## src/rtl/out_window_pkg.sv

```systemverilog
// Shared constants and the nibble-to-digit-code helper for the digest display window.
// Digit code: bit4 set means blank, otherwise bits3:0 carry the hex value.
package out_window_pkg;

  localparam logic [4:0] SEG_BLANK  = 5'b10000;
  localparam int         NIBBLES    = 32;
  localparam int         WIN_DIGITS = 6;
  localparam logic [3:0] PTR_MAX    = 4'd13;

  function automatic logic [4:0] seg_code(input logic [127:0] val,
                                          input logic [4:0]   idx,
                                          input logic         vld);
    logic [6:0] bit_base;
    bit_base = {idx, 2'b00};
    return vld ? {1'b0, val[bit_base +: 4]} : SEG_BLANK;
  endfunction

endpackage

```

## src/rtl/out_window_btn_edge.sv

```systemverilog
// Rising-edge detector: fire is combinational from the input and the previous-sample flop,
// so a press sampled at edge k acts at edge k.
module btn_edge (
  input  logic i_clk,
  input  logic i_rst_n,
  input  logic i_btn,
  output logic o_fire
);

  logic r_prev;

  always_ff @(posedge i_clk or negedge i_rst_n) begin
    if (!i_rst_n) r_prev <= 1'b0;
    else          r_prev <= i_btn;
  end

  assign o_fire = i_btn & ~r_prev;

endmodule

```

## src/rtl/out_window.sv

```systemverilog
// Captures a 128-bit digest and shows a six-nibble window; buttons scroll it a byte at a time.
// Outputs are combinational from registers; start=1 freezes state but edges are still tracked.
module out_window
  import out_window_pkg::*;
(
  input  logic         clk,
  input  logic         rst,
  input  logic [127:0] data_in,
  input  logic         capture,
  input  logic         left_shift,
  input  logic         right_shift,
  input  logic         start,
  output logic [4:0]   seg,
  output logic [4:0]   seg1,
  output logic [4:0]   seg2,
  output logic [4:0]   seg3,
  output logic [4:0]   seg4,
  output logic [4:0]   seg5
);

  logic [127:0] r_cap;
  logic         r_valid;
  logic [3:0]   r_ptr;
  logic         w_cap_fire;
  logic         w_left_fire;
  logic         w_right_fire;
  logic [4:0]   w_seg [WIN_DIGITS];

  btn_edge u_cap_edge   (.i_clk(clk), .i_rst_n(rst), .i_btn(capture),     .o_fire(w_cap_fire));
  btn_edge u_left_edge  (.i_clk(clk), .i_rst_n(rst), .i_btn(left_shift),  .o_fire(w_left_fire));
  btn_edge u_right_edge (.i_clk(clk), .i_rst_n(rst), .i_btn(right_shift), .o_fire(w_right_fire));

  always_ff @(posedge clk or negedge rst) begin
    if (!rst) begin
      r_cap   <= '0;
      r_valid <= 1'b0;
      r_ptr   <= '0;
    end else if (!start) begin
      if (w_cap_fire) begin
        r_cap   <= data_in;
        r_valid <= 1'b1;
      end
      // Simultaneous left+right cancel out; both directions saturate.
      if (w_left_fire && !w_right_fire && r_ptr != PTR_MAX)
        r_ptr <= r_ptr + 4'd1;
      else if (w_right_fire && !w_left_fire && r_ptr != 4'd0)
        r_ptr <= r_ptr - 4'd1;
    end
  end

  always_comb begin
    for (int n = 0; n < WIN_DIGITS; n++)
      w_seg[n] = seg_code(r_cap, {r_ptr, 1'b0} + 5'(n), r_valid);
  end

  assign seg  = w_seg[0];
  assign seg1 = w_seg[1];
  assign seg2 = w_seg[2];
  assign seg3 = w_seg[3];
  assign seg4 = w_seg[4];
  assign seg5 = w_seg[5];

endmodule

```

## config.mk

```make
export PLATFORM = sky130hd
export DESIGN_NAME = out_window
export DESIGN_NICKNAME = d
export VERILOG_FILES = /design/src/rtl/out_window_pkg.sv /design/src/rtl/out_window_btn_edge.sv /design/src/rtl/out_window.sv
export SDC_FILE = /design/constraint.sdc
export NUM_CORES = 1
export LEC_CHECK = 0
export BUFFER_PORTS_ARGS = -buffer_cell sky130_fd_sc_hd__buf_2
export CORE_MARGIN = 1.5
export CORE_UTILIZATION = 51
export DETAILED_ROUTE_END_ITERATION = 12
export PLACE_DENSITY = 0.78
export SYNTH_ARGS = -nofsm -noshare
export SYNTH_HDL_FRONTEND = slang
export SYNTH_SLANG_ARGS = --single-unit
```

## constraint.sdc

```tcl
create_clock -name clk -period 2.7 [get_ports clk]
set_input_delay 0.405 -clock clk [delete_from_list [all_inputs] [get_ports clk]]
set_output_delay 0.405 -clock clk [all_outputs]
set_load 0.02 [all_outputs]
```

Word-level counts from Yosys, hierarchy flattened

Cells that the tools add are included.
W data, S select, Z words.

Output and inout bits: 30
Word-level logic and storage cells: 45
Flip-flop bits (word level): 136

Reductions and logical operators: 10
Equal/unequal tests: 1
Mux-type cells: 8
$add $sub $neg: 7
Shifts and indexed selects: 6
Bitwise gates (word level): 7

Operators by type and width:

| operator              | number |
|---|---|
| $shiftx A128 B8 Y4    | 6 |
| $mux W5               | 6 |
| $add A5 B2 Y5 const B | 2 |
| $add A5 B3 Y5 const B | 2 |
| $mux W4               | 2 |
| $add A5 B1 Y5 const B | 1 |
| $add A4 B1 Y4 const B | 1 |
| $logic_and A1 B1 Y1   | 4 |
| $ne A4 B4 Y1 const B  | 1 |
| $not A1 Y1            | 4 |
| $reduce_and A2 Y1     | 2 |
| $reduce_bool A4 Y1    | 1 |
| $sub A4 B1 Y4 const B | 1 |
| $and A1 B1 Y1         | 3 |
| $logic_not A1 Y1      | 2 |
| $reduce_bool A2 Y1    | 1 |

Logic depth before layout (Yosys ltp)

Gate-level depths: netlist of run 1.

Word-level depth: 7
Depth in mapped cells: 12

Cells and area by module

A second synthesis of run 1 with hierarchy kept.

Cells, all modules: 611
Area total of the unflattened synthesis: 8225.4 µm²

By module, submodules not included:

| module     | area each (µm²) | cells an instance | times used | seq. area each (µm²) |
|---|---|---|---|---|
| out_window | 8109.0          | 605               | 1          | 3328.2 |
| btn_edge   | 38.8            | 2                 | 3          | 25.0 |

Least setup slack after synthesis of run 1

Ideal clock, no wire load.

Kind: flip-flop to output port
Start: register r_ptr[0]
End: output seg2[0]
Cell stages (with the launch flop): 13
Data required time: 2.295 ns
Data arrival time: 2.620 ns
Buffers on the path: 6
Setup slack: -0.325 ns
Cell sequence: dfrtp_1 > buf_6 > buf_6 > buf_6 > buf_6 > inv_1 > ha_1 > buf_2 > clkbuf_1 > mux4_2 > inv_1 > o22ai_1 > a221o_1

Cells in the longest elaborated chain, start to end: 3

Ends and longest elaborated chain:

| item                     | RTL line             | source |
|---|---|---|
| start: declaration       | out_window.sv:23     | `logic [3:0] r_ptr;` |
| start signal: assignment | out_window.sv:45     | `r_ptr <= r_ptr + 4'd1;` |
| start signal: assignment | out_window.sv:47     | `r_ptr <= r_ptr - 4'd1;` |
| $add A5 B2 Y5            | out_window.sv:53     | `w_seg[n] = seg_code(r_cap, {r_ptr, 1'b0} + 5'(n), r_valid);` |
| $shiftx A128 B8 Y4       | out_window_pkg.sv:15 | `return vld ? {1'b0, val[bit_base +: 4]} : SEG_BLANK;` |
| $mux W5                  | out_window_pkg.sv:15 |  |
| end: declaration         | out_window.sv:15     | `output logic [4:0] seg2,` |

No other way between the ends.

Worst setup path after layout of run 1

Start: register r_ptr[0]
End: output seg2[3]

Same word-level chain as after synthesis.

==> impl_metrics.csv, run 1 <==
group,metric,value,unit
run_status,outcome,"complete, but fails checks",
run_status,violations,"negative setup slack",
setup_path,end_kind,"output pin",
synth,avgSynthCellArea,13.9,um2
clock_network,cts_tree,"built",
power,seq_power_share,17.8,%
floorplan,die_w,131,um
setup_path,path_max_fanout,5,
global_route,grt_pass1_wl,38.0,mm
clock_network,numCtsBuffers,17,
flow_run,maxCapViolCount,0,
cells_and_area,area_growth,33.3,%
clock_network,htree_levels,4,
synth,yosysTopAreaCellShare,41.0,%
cells_and_area,layout_common_cells,"mux2_2, buf_2, dfrtp_1",
power,pwr-share-clk,14.6,%
setup_path,critPathLaunch,"r_ptr[0]",
synth,postSynthCellCount,596,
power,peakVddDrop,0.00114,V
synth,ys_seq_area_share,41.0,%
clock_network,cts_root_buf,"clkbuf_16",
sta,setup_ws,-0.206,ns
setup_path,timing.critical_path.to,"seg2[3]",
route,postRouteAntennaNets,0,
synth,yosys.area.top_type,"dfrtp_1",
cells_and_area,final_common_cell,"mux2_2",
synth,synth.area.top_cells,"dfrtp_1, mux2_2, mux4_2, mux2i_1, buf_4",
power,power.leakage,0.00473,uW
synth,synth.distinct_cells,40,
setup_path,r2r_slack,0.70,ns
power,internal_power,9600,uW
setup_path,reg2reg_to,"r_ptr[2]",
route,num_vias,6433,
global_route,grt_overflow,0,
cells_and_area,layout-drive-gt1-share,69.3,%
placement,hpwlAfterDp,17.6,mm
min_path,hold_path.class,"in -> async",
sta,hold_violations,0,
sta,max_freq,344,MHz
route,drc_errors,0,
route,firstDrtPassIters,7,
setup_path,cp_top_family,"flip-flops",
floorplan,die_area,17100,um2
sta,skew,0.00903,ns
power,p_sw_share,41.8,%
power,p_sw,6900,uW
cells_and_area,nets,937,
setup_path,path_cells,"inv_4 -> ha_4 -> clkbuf_16 -> mux4_2 -> inv_2 -> o22ai_2 -> a221o_1 -> buf_6",
setup_path,path_depth,8,
global_route,grt_usage,30.8,%
setup_path,crit_buf_inv,4,
clock_network,cts_buffer_depth,2,
route,routed_wl,26.0,mm
sta,setup_viol,24,
power,p_per_area,1490,nW/um2
synth,yosys_register_bits,136,
route,via_per_inst,6.26,
setup_path,rr_startpoint,"r_ptr[0]",
floorplan,die_h,131,um
power,p_comb_share,67.5,%
sta,tightestPinTransition,0.657,ns
power,power,16500,uW
global_route,grt_pass1_vias,6615,
placement,numPortBuffers,163,
clock_network,clk-insertion-delay-late,0.43,ns
setup_path,slowest_stage,"dfrtp_4",
route,wl_per_cell,25.3,um
sta,slew_headroom,56.2,%
sta,slew_violations,0,
synth,netlist_area,8310,um2
floorplan,core,15900,um2
floorplan,pin_count,164,
global_route,grt_max_degree,76,
synth,syn_nets,736,
setup_path,cpPeakStageDelay,0.51,ns
sta,fin_crit_sh,108,%
route,drt-initial-drc-count,635,
setup_path,reg2reg_depth,7,
sta,rsz0062_at_grt,"yes",
setup_path,crit_arrival,2.50,ns
setup_path,criticalPathCategory,"reg -> out",
sta,tns,-2.68,ns
placement,place.gp.congestion,0.946,
global_route,antenna_found_initial,1,
floorplan,start_util,52.3,%
clock_network,hold_buffers,0,
synth,yosys_warnings,0,
clock_network,clock_sinks,136,
setup_path,critPathLaunchType,"register",
floorplan,num_rows,46,
placement,dp_slack,0.102,ns
setup_path,required,2.30,ns
clock_network,clk_pin_slew,0.06,ns
sta,finalWorstPathRequiredPeriod,2.91,ns
[how the worst min path moves through the flow]
stage | cells past startpoint | start | slack [ns] | endpoint
5_1_grt | 1 | rst | 0.06 | r_cap[69]
3_3_place_gp | 1 | rst | 0.47 | r_cap[74]
3_5_place_dp | 1 | rst | 0.47 | r_cap[74]
4_1_cts | 1 | rst | 0.03 | r_ptr[0]
6_report | 1 | rst | 0.02 | r_cap[69]
2_1_floorplan | 0 | rst | 0.11 | r_cap[0]
[metrics by stage]
step | util, % | hold WS, ns | std cells | cell area, um2
after CTS | 66.5 | 0.0284 | 1011 | 10600
after global placement | 59.4 | 0.466 | 954 | 9430
final | 69.7 | 0.0173 | 1027 | 11100
after floorplan | - | 0.109 | 596 | 8350
after global routing | 69.7 | 0.0648 | 1027 | 11100
after detailed placement | 59.4 | 0.467 | 954 | 9430
[flip-flops by register name, summed over array words and instances, names as in the netlist]
name / cells
r_valid: 1
r_cap: 128
u_cap_edge.r_prev: 1
u_left_edge.r_prev: 1
r_ptr: 4
u_right_edge.r_prev: 1
[repair_timing]
| item | in CTS | in global routing |
|---|---|---|
| pin swaps | 5 | 12 |
| gates cloned | 6 | 6 |
| setup buffers | 19 | 11 |
| gates resized for setup | 52 | 88 |
| setup endpoints to repair | 24 | 24 |
[metal layers]
metal / part of all wire, % / global-route usage, %
met3: 8.2 / 6.11
met5: 0 / 0
met1: 39 / 40.6
met4: 3.5 / 12.5
met2: 50 / 50.4
[power by group through the flow]
stage               clock (uW)  sequential [uW]  combinational, uW
CTS                       2440             2910               9350
detailed placement           0             2930               7990
floorplan                    0             2700               5600
finish                    2420             2950              11100
global route              2540             3000              11600
global placement             0             2870               7970
[synthesized netlist by cell type (all sizes together)]
library cell / n
nand3b: 2
a21bo: 1
clkbuf: 11
a22oi: 1
nand2: 34
ha: 6
mux2: 151
and2: 1
a2bb2oi: 1
mux4: 74
buf: 40
a21oi: 9
or2: 2
mux2i: 23
o21ai: 9
xor2: 3
nor2: 5
o211ai: 1
inv: 23
nand2b: 2
or3: 1
nand3: 10
xnor2: 3
a221o: 7
o22ai: 22
a211o: 1
nor2b: 1
a211oi: 2
nand4: 2
o221ai: 9
o32ai: 2
nor3b: 1
dfrtp: 136
[final cells by class]
cell class	instances	area [um2]
Antenna cell	1	2.50
Multi-Input combinational cell	386	4840
Clock buffer	19	453
Tap cell	216	270
Clock inverter	13	166
Sequential cell	136	3410
Timing Repair Buffer	233	1840
Inverter	23	88.8
Fill cell	1085	4810
[cells by family (layout without fill, tap and decap cells)]
logic type                 after synthesis  in the layout  share of synthesized area, %
AOI/OAI and AO/OA                       65             65                          5.65
xor gates and xnor gates                 6              6                         0.633
adders and majority gates                6              6                         0.904
buffers and inverters                   74            288                          5.18
DFF                                    136            136                          41.0
muxes                                  248            248                          43.3
other                                    0              1                             0
and+or+nand+nor                         61             61                          3.36
Note: power is estimated with default switching activity, not from simulation.
==> inputs of run 2 (changes only) <==
Settings changed: CORE_MARGIN 1.5 to 8, REMOVE_ABC_BUFFERS set to 1.
==> run 2 against run 1 <==
Effect of this change: the flow still finishes with violations (negative setup slack); first-iteration DRC count grew 2.8%; clock power shrank 9.1%; power shrank 3.0%; clock skew shrank 0.0041 ns.
==> impl_metrics.csv, run 2 (synthesis results as in run 1) <==
group,metric,value,unit
run_status,outcome,"complete, but fails checks",
run_status,violations,"negative setup slack",
floorplan,pin_count,164,
clock_network,hold_buffers,0,
sta,max_freq,349,MHz
floorplan,die_area,20600,um2
cells_and_area,final_common_cell,"mux2_2",
global_route,grt_pass1_vias,6957,
floorplan,core,15900,um2
sta,hold_violations,0,
sta,slew_violations,0,
route,firstDrtPassIters,7,
cells_and_area,largest_reg_flops,128,
setup_path,path_cells,"buf_6 -> buf_12 -> buf_16 -> mux4_2 -> mux2_4 -> nand2_2 -> o21ai_2 -> buf_6",
sta,slew_headroom,45.5,%
min_path,hold_path.class,"in -> async",
sta,finalWorstPathRequiredPeriod,2.87,ns
route,via_per_inst,6.41,
sta,setup_viol,18,
route,routed_wl,26.3,mm
setup_path,crit_arrival,2.46,ns
floorplan,start_util,52.3,%
cells_and_area,layout-drive-gt1-share,68.4,%
setup_path,end_kind,"output pin",
sta,rsz0062_at_grt,"yes",
placement,place.gp.congestion,0.890,
placement,hpwlAfterDp,16.5,mm
cells_and_area,diodes,0,
sta,skew,0.00493,ns
flow_run,maxCapViolCount,0,
placement,postPlaceCellArea,9370,um2
setup_path,critPathLaunchType,"register",
floorplan,die_h,144,um
clock_network,cts_buffer_depth,2,
clock_network,clk-insertion-delay-late,0.43,ns
clock_network,numCtsBuffers,17,
sta,tns,-1.82,ns
route,num_vias,6543,
cells_and_area,layout_common_cells,"mux2_2, buf_2, dfrtp_1",
sta,whs,0.0104,ns
setup_path,path_max_fanout,7,
sta,tightestPinTransition,0.818,ns
global_route,grt_usage,25.2,%
clock_network,cts_tree,"built",
route,drc_errors,0,
floorplan,die_w,144,um
power,peakVddDrop,0.00101,V
route,drt-initial-drc-count,653,
cells_and_area,final_util,69.3,%
power,power,16000,uW
cells_and_area,largest_register,"r_cap",
setup_path,critPathMostFrequentCell,"buf_6",
cells_and_area,area_growth,32.5,%
clock_network,cts_root_buf,"clkbuf_16",
global_route,grt_pass1_wl,38.8,mm
clock_network,clock_sinks,136,
cells_and_area,final_area,11000,um2
setup_path,cpPeakStageDelay,0.54,ns
sta,setup_ws,-0.168,ns
setup_path,slowest_stage,"mux4_2",
route,wl_per_cell,25.8,um
route,postRouteAntennaNets,0,
cells_and_area,top_regs,"r_cap: 128 flops, r_ptr: 4 flops",
setup_path,criticalPathCategory,"reg -> out",
global_route,grt_max_degree,86,
cells_and_area,nets,932,
setup_path,required,2.30,ns
floorplan,num_rows,46,
placement,numPortBuffers,163,
clock_network,htree_levels,4,
power,p_per_area,1460,nW/um2
sta,fin_crit_sh,106,%
global_route,antenna_found_initial,0,
power,power.leakage,0.00475,uW
clock_network,clk_pin_slew,0.06,ns
global_route,grt_overflow,0,
-- run 2: cell count changes in the layout (fill, tap and decap cells not counted), sizes merged --
cell	delta
buf	-4
inv	-3
bufinv	-2
clkbuf	+2
bufbuf	+1
diode	-1
-- run 2: area by class of cell --
cell class                 instances  area, um2
clock inverter                     8       72.6
clock buffer                      23        478
sequential                       136       3410
timing repair buffer             228       1930
multi-input combinational        386       4750
fill                            1090       4880
tap                              216        270
inverter                          23       91.3
-- run 2: timing repair --
action | CTS | global route
buffers inserted | 19 | 6
pin swaps | 14 | 16
cloned | 11 | 3
gates resized for setup | 85 | 55
endpoints found under the setup margin | 24 | 24
-- run 2: stage by stage --
stage	worst slack (ns)	std cells
CTS	-0.109	1012
global placement	0.267	951
detailed placement	0.156	951
floorplan	-8.24	545
global route	-0.197	1020
finish	-0.168	1020
-- run 2: critical path: cells and delay by family (launching register included) --
family	cells	cell delay [ns]
buffers and inverters	4	0.55
AND/OR/NAND/NOR	1	0.07
multiplexers	2	0.84
flip-flops	1	0.48
AO/OA/AOI/OAI	1	0.08
-- run 2: final timing paths --
kind / startpoint / depth (start not counted) / slack, ns / to
setup / recovery: r_ptr[0] / 8 / -0.17 / seg1[0]
hold / removal: rst / 1 / 0.01 / r_cap[110]
setup reg to reg: r_ptr[0] / 7 / 0.61 / r_ptr[2]
hold reg to reg: r_cap[116] / 1 / 0.53 / r_cap[116]
max in group asynchronous: rst / 2 / 1.94 / r_cap[86]
min in group clk: capture / 1 / 0.09 / u_cap_edge.r_prev
-- run 2: metal layers --
layer | track usage, % | up-vias | wire length [um]
met5 | 0 | - | 0
met4 | 10.9 | 0 | 711
met3 | 7.63 | 72 | 2590
met2 | 39.8 | 429 | 12700
met1 | 31.6 | 3326 | 10200
li1 | - | 2716 | -
-- run 2: power by group --
group	internal, uW	switching [uW]	total (uW)
clock network	1330	876	2200
registers	2450	480	2930
logic	5720	5160	10900
total	9500	6520	16000
